==> config.mk <==
export PLATFORM = sky130hd
export DESIGN_NAME = cpu_store_buffer
export DESIGN_NICKNAME = d
export VERILOG_FILES = /design/src/rtl/cpu_store_buffer.sv
export SDC_FILE = /design/constraint.sdc
export NUM_CORES = 1
export LEC_CHECK = 0
export ABC_AREA = 1
export BUFFER_PORTS_ARGS = -buffer_cell sky130_fd_sc_hd__clkbuf_2
export CAP_MARGIN = 25
export CORE_MARGIN = 3
export CORE_UTILIZATION = 55
export CTS_BUF_LIST = sky130_fd_sc_hd__clkbuf_8
export DETAILED_ROUTE_END_ITERATION = 12
export PLACE_DENSITY = 0.74
export SYNTH_ARGS = -nofsm -noshare
export SYNTH_HDL_FRONTEND = slang
export SYNTH_SLANG_ARGS = --single-unit
==> constraint.sdc <==
create_clock -name clock -period 10.7 [get_ports clock]
set_input_delay 0.535 -clock clock [delete_from_list [all_inputs] [get_ports clock]]
set_output_delay 0.535 -clock clock [all_outputs]
set_load 0.01 [all_outputs]
==> src/rtl/cpu_store_buffer.sv <==
// In-order store buffer between the MEM stage and data memory.
// Supports youngest-match load forwarding and optional coalescing of repeat stores.
module cpu_store_buffer #(
    parameter int DW       = 16,
    parameter int AW       = 8,
    parameter int DEPTH    = 4,
    parameter int COALESCE = 1
) (
    input  logic                    clock,
    input  logic                    reset,
    input  logic                    enable,
    input  logic                    flush,
    input  logic                    st_valid,
    input  logic [AW-1:0]           st_addr,
    input  logic [DW-1:0]           st_data,
    output logic                    st_ready,
    input  logic [AW-1:0]           ld_addr,
    output logic                    ld_hit,
    output logic [DW-1:0]           ld_data,
    output logic [AW-1:0]           d_addr,
    output logic [DW-1:0]           d_dataout,
    output logic                    d_we,
    input  logic                    d_ready,
    output logic [$clog2(DEPTH):0]  count,
    output logic                    empty
);
    localparam int PW = $clog2(DEPTH);
    localparam int CW = PW + 1;

    logic [AW-1:0]    addr_q [DEPTH];
    logic [DW-1:0]    data_q [DEPTH];
    logic [DEPTH-1:0] valid_q;
    logic [PW-1:0]    head_q, head_d, tail_q, tail_d;
    logic [CW-1:0]    count_q, count_d;

    logic          pop, push, co_hit, co_wr, alloc;
    logic [PW-1:0] co_idx, idx;

    assign count     = count_q;
    assign empty     = (count_q == '0);
    assign st_ready  = !flush && (count_q < CW'(DEPTH));
    assign d_we      = enable && !empty;
    assign d_addr    = addr_q[head_q];
    assign d_dataout = data_q[head_q];
    assign pop       = d_we && d_ready;
    assign push      = st_valid && st_ready;

    // Walk oldest to youngest from head so the last match seen is the youngest.
    always_comb begin
        co_hit  = 1'b0;
        co_idx  = '0;
        ld_hit  = 1'b0;
        ld_data = '0;
        idx     = '0;
        for (int unsigned i = 0; i < DEPTH; i++) begin
            idx = head_q + PW'(i);
            if (valid_q[idx] && addr_q[idx] == st_addr) begin
                co_hit = 1'b1;
                co_idx = idx;
            end
            if (valid_q[idx] && addr_q[idx] == ld_addr) begin
                ld_hit  = 1'b1;
                ld_data = data_q[idx];
            end
        end
    end

    // The head being popped this cycle cannot absorb a new store; allocate instead.
    always_comb begin
        co_wr   = (COALESCE != 0) && push && co_hit && !(pop && co_idx == head_q);
        alloc   = push && !co_wr;
        head_d  = pop   ? head_q + PW'(1) : head_q;
        tail_d  = alloc ? tail_q + PW'(1) : tail_q;
        count_d = count_q + CW'(alloc) - CW'(pop);
    end

    always_ff @(posedge clock or negedge reset) begin
        if (!reset) begin
            head_q  <= '0;
            tail_q  <= '0;
            count_q <= '0;
            valid_q <= '0;
            for (int unsigned i = 0; i < DEPTH; i++) begin
                addr_q[i] <= '0;
                data_q[i] <= '0;
            end
        end else begin
            head_q  <= head_d;
            tail_q  <= tail_d;
            count_q <= count_d;
            if (pop) valid_q[head_q] <= 1'b0;
            if (alloc) begin
                valid_q[tail_q] <= 1'b1;
                addr_q[tail_q]  <= st_addr;
                data_q[tail_q]  <= st_data;
            end
            if (co_wr) data_q[co_idx] <= st_data;
        end
    end
endmodule

==> flow_metrics.env <==
export IMPL_status="complete, no violations"
export IMPL_wl_met3_mm=3.13
export IMPL_seqPwrFrac_pct=23.4
export IMPL_synth_top_area_share_pct=27.1
export IMPL_die_width_um=140
export IMPL_slew_violations=0
export IMPL_final_cell_mix="nand2_1 (627), nand3_1 (251), o21ai_0 (197)"
export IMPL_p_leak_uw=0.00536
export IMPL_yosysWarnings=0
export IMPL_grt_util_all_layers_pct=32.8
export IMPL_cp_max_fo=69
export IMPL_drc=0
export IMPL_worstMarginPinSlew_ps=897
export IMPL_max_stage_delay_ps=710
export IMPL_vdd_drop_max_mv=0.269
export IMPL_period_needed_ps=5760
export IMPL_synth_largest_area_cell="dfrtp_1"
export IMPL_clk_pin_slew_worst_paths_ps=110
export IMPL_path_cells="inv_4, ha_2, buf_4, nand3_1, nand2_1, nand2_1, nand2_1, nand2_1, nor2_1, nand3_1, nand3_1, nand2_1, nand2_1, nand2_2, nand2_2, nand3_4, nand2_8, nand2_4, ha_1, inv_1, ha_1, inv_1, fa_1, xnor2_1"
export IMPL_grt_first_pass_wirelength_mm=52.6
export IMPL_p_int_uw=1390
export IMPL_wl_met2_mm=13.7
export IMPL_slowest_stage="dfrtp_4"
export IMPL_tns_ps=0
export IMPL_gr_total_overflow=0
export IMPL_synth_area_leaders="dfrtp_1 (27%), nand2_1 (24%), nand3_1 (13%), o21ai_0 (10%), inv_1 (5.7%)"
export IMPL_vias_per_cell=5.74
export IMPL_num_io_pins=85
export IMPL_clkPwrFrac_pct=7.8
export IMPL_maxCapViolations=0
export IMPL_cts_resized=0
export IMPL_yosysSeqAreaShare_pct=27.1
export IMPL_finalSetupViolCount=0
export IMPL_dr_max_layer_used="met4"
export IMPL_io_buffers=84
export IMPL_slew_headroom_pct=40.0
export IMPL_ff_latch_area_mm2=0.00268
export IMPL_drtAntennaViolNets=0
export IMPL_finClkSkew_ps=15.7
export IMPL_synth_fp_nets=1699
export IMPL_dieArea_mm2=0.0196
export IMPL_syn_to_final_growth_pct=5.40
export IMPL_cp_start_kind="register"
export IMPL_wl_met1_mm=14.5
export IMPL_min_path_type="in -> async"
export IMPL_cts_buffers=9
export IMPL_post_cts_setup_buffers=0
export IMPL_share_comb_of_total_power_pct=68.8
export IMPL_netlist_instances=1650
export IMPL_num_vias=10874
export IMPL_antenna_cells=0
export IMPL_cp_common_cell="nand2_1"
export IMPL_fillers=1748
export IMPL_switching_share_pct=57.2
export IMPL_grt_max_degree=122
export IMPL_holdBufCountCts=0
export IMPL_whs_ps=109
export IMPL_crit_reg2reg_launch="head_q[0]"
export IMPL_p_per_area_mw_per_mm2=313
export IMPL_crit_type="reg -> reg"
export IMPL_synth_ff_latch_count=107
export IMPL_grt_pass1_vias=9893
export IMPL_final_hold_violation_count=0
export IMPL_cts_root_buf="clkbuf_8"
export IMPL_final_common_cell="nand2_1"
export IMPL_fmax_mhz=174
export IMPL_rows=48
export IMPL_wl_mm=31.9
export IMPL_cts_buffer_depth=2
export IMPL_syn_area_mm2=0.00987
export IMPL_clk_latency_ps=400
export IMPL_clkSinkCount=107
export IMPL_cp_required_ps=10990
export IMPL_antenna_found_initial=0
export IMPL_multi_input_area_mm2=0.00608
export IMPL_htreeDepth=3
export IMPL_final_nets=1714
export IMPL_syn_area_per_cell_um2=5.98
export IMPL_worstPathArrival_ps=6050
export IMPL_synth_cell_type_count=43
export IMPL_core_area_mm2=0.0174
export IMPL_drt_iter0_markers=1312
export IMPL_fin_crit_sh_pct=53.8
export IMPL_dpl_hpwl_mm=21.6
export IMPL_die_h_um=140
export IMPL_end_kind="register"
export IMPL_tritoncts="built"
export IMPL_rsz0062_at_grt="no"
export IMPL_start_util_pct=56.7
export IMPL_power_switching_uw=1860
export IMPL_drt_pass1_iter_count=6
export IMPL_cp_startpoint="head_q[0]"
export IMPL_wire_per_inst_um=16.9
export IMPL_place_gp_congestion=0.986
export IMPL_layout_drive_gt1_share_pct=8.80
per-layer routing:
layer	up-vias	global-route usage, %
li1	5403	-
met1	4892	48.6
met2	527	50.0
met3	52	5.87
met4	0	8.01
met5	-	0
cell families after synthesis:
| family | count (synthesis) | share of synthesized area (%) |
|---|---|---|
| and+or+nand+nor | 969 | 42.1 |
| AOI/OAI and AO/OA | 280 | 15.4 |
| buffers and inverters | 255 | 11.3 |
| DFF | 107 | 27.1 |
| xor gates and xnor gates | 23 | 2.04 |
| adders and majority gates | 11 | 1.47 |
| muxes | 5 | 0.507 |
registers in the layout (all words and copies together), names as in the netlist:
name / cells
data_q: 64
addr_q: 32
head_q: 2
count: 3
valid_q: 4
tail_q: 2
cell type report:
type                       instances  area share [%]
clock buffer                       9            1.19
clock inverter                     7           0.577
inverter                         158            5.75
multi-input combinational       1288            58.5
sequential                       107            25.8
tap                              225            2.70
timing repair buffer             101            5.55
worst max-delay path, delay by kind of cell (launching register included):
| kind | cells | cell delay, ps |
|---|---|---|
| AND/OR/NAND/NOR | 15 | 2410 |
| adder cells (fa/ha/maj) | 4 | 1450 |
| buffers and inverters | 4 | 900 |
| flip-flops | 1 | 710 |
| XOR/XNOR | 1 | 130 |
final timing paths:
kind                              end  slack, ps  cells past startpoint
max in group asynchronous   head_q[0]       9230                      2
max reg2reg                  count[2]       4940                     24
max                          count[2]       4940                     24
min reg2reg                addr_q[16]        520                      2
min in group clock         data_q[21]        390                      3
min                        data_q[44]        110                      1
cells in the mapped netlist:
cell	number
nand2_1	627
nand3_1	251
o21ai_0	197
inv_1	149
dfrtp_1	107
nor2_1	51
clkbuf_1	43
o211ai_1	27
a21oi_1	21
buf_2	18
xor2_1	18
buf_4	17
o21ai_1	14
buf_1	10
ha_1	10
nand4_1	10
buf_6	9
nor3_1	9
inv_2	6
o21a_1	6
a211oi_1	5
mux2i_1	5
nand3_4	5
xnor2_1	5
nand2_2	4
nand4_2	4
o22ai_1	4
a221oi_1	2
inv_4	2
a211o_1	1
a31oi_1	1
clkinv_1	1
fa_1	1
nand2_4	1
nand2_8	1
nand3b_1	1
nor2_2	1
nor2_4	1
nor4_1	1
nor4_4	1
o2111ai_1	1
o211a_1	1
or2_2	1
power groups by stage:
stage / sequential, µW / clock (µW) / combinational, µW
after floorplan: 697 / 0 / 1720
after global placement: 761 / 0 / 2150
after detailed placement: 765 / 0 / 2190
after CTS: 758 / 256 / 2190
after global routing: 792 / 272 / 2550
final: 763 / 252 / 2240
through the flow:
step	cell area, µm²	utilization (%)	setup slack (ps)	std cells	total power (µW)
after floorplan	9870	-	6470	1650	2420
after global placement	10200	58.5	5170	1877	2910
after detailed placement	10200	58.5	5040	1877	2950
after CTS	10400	59.5	4750	1893	3210
after global routing	10400	59.8	4400	1895	3620
final	10400	59.8	4940	1895	3250
Note: power is estimated with default switching activity, not from simulation.
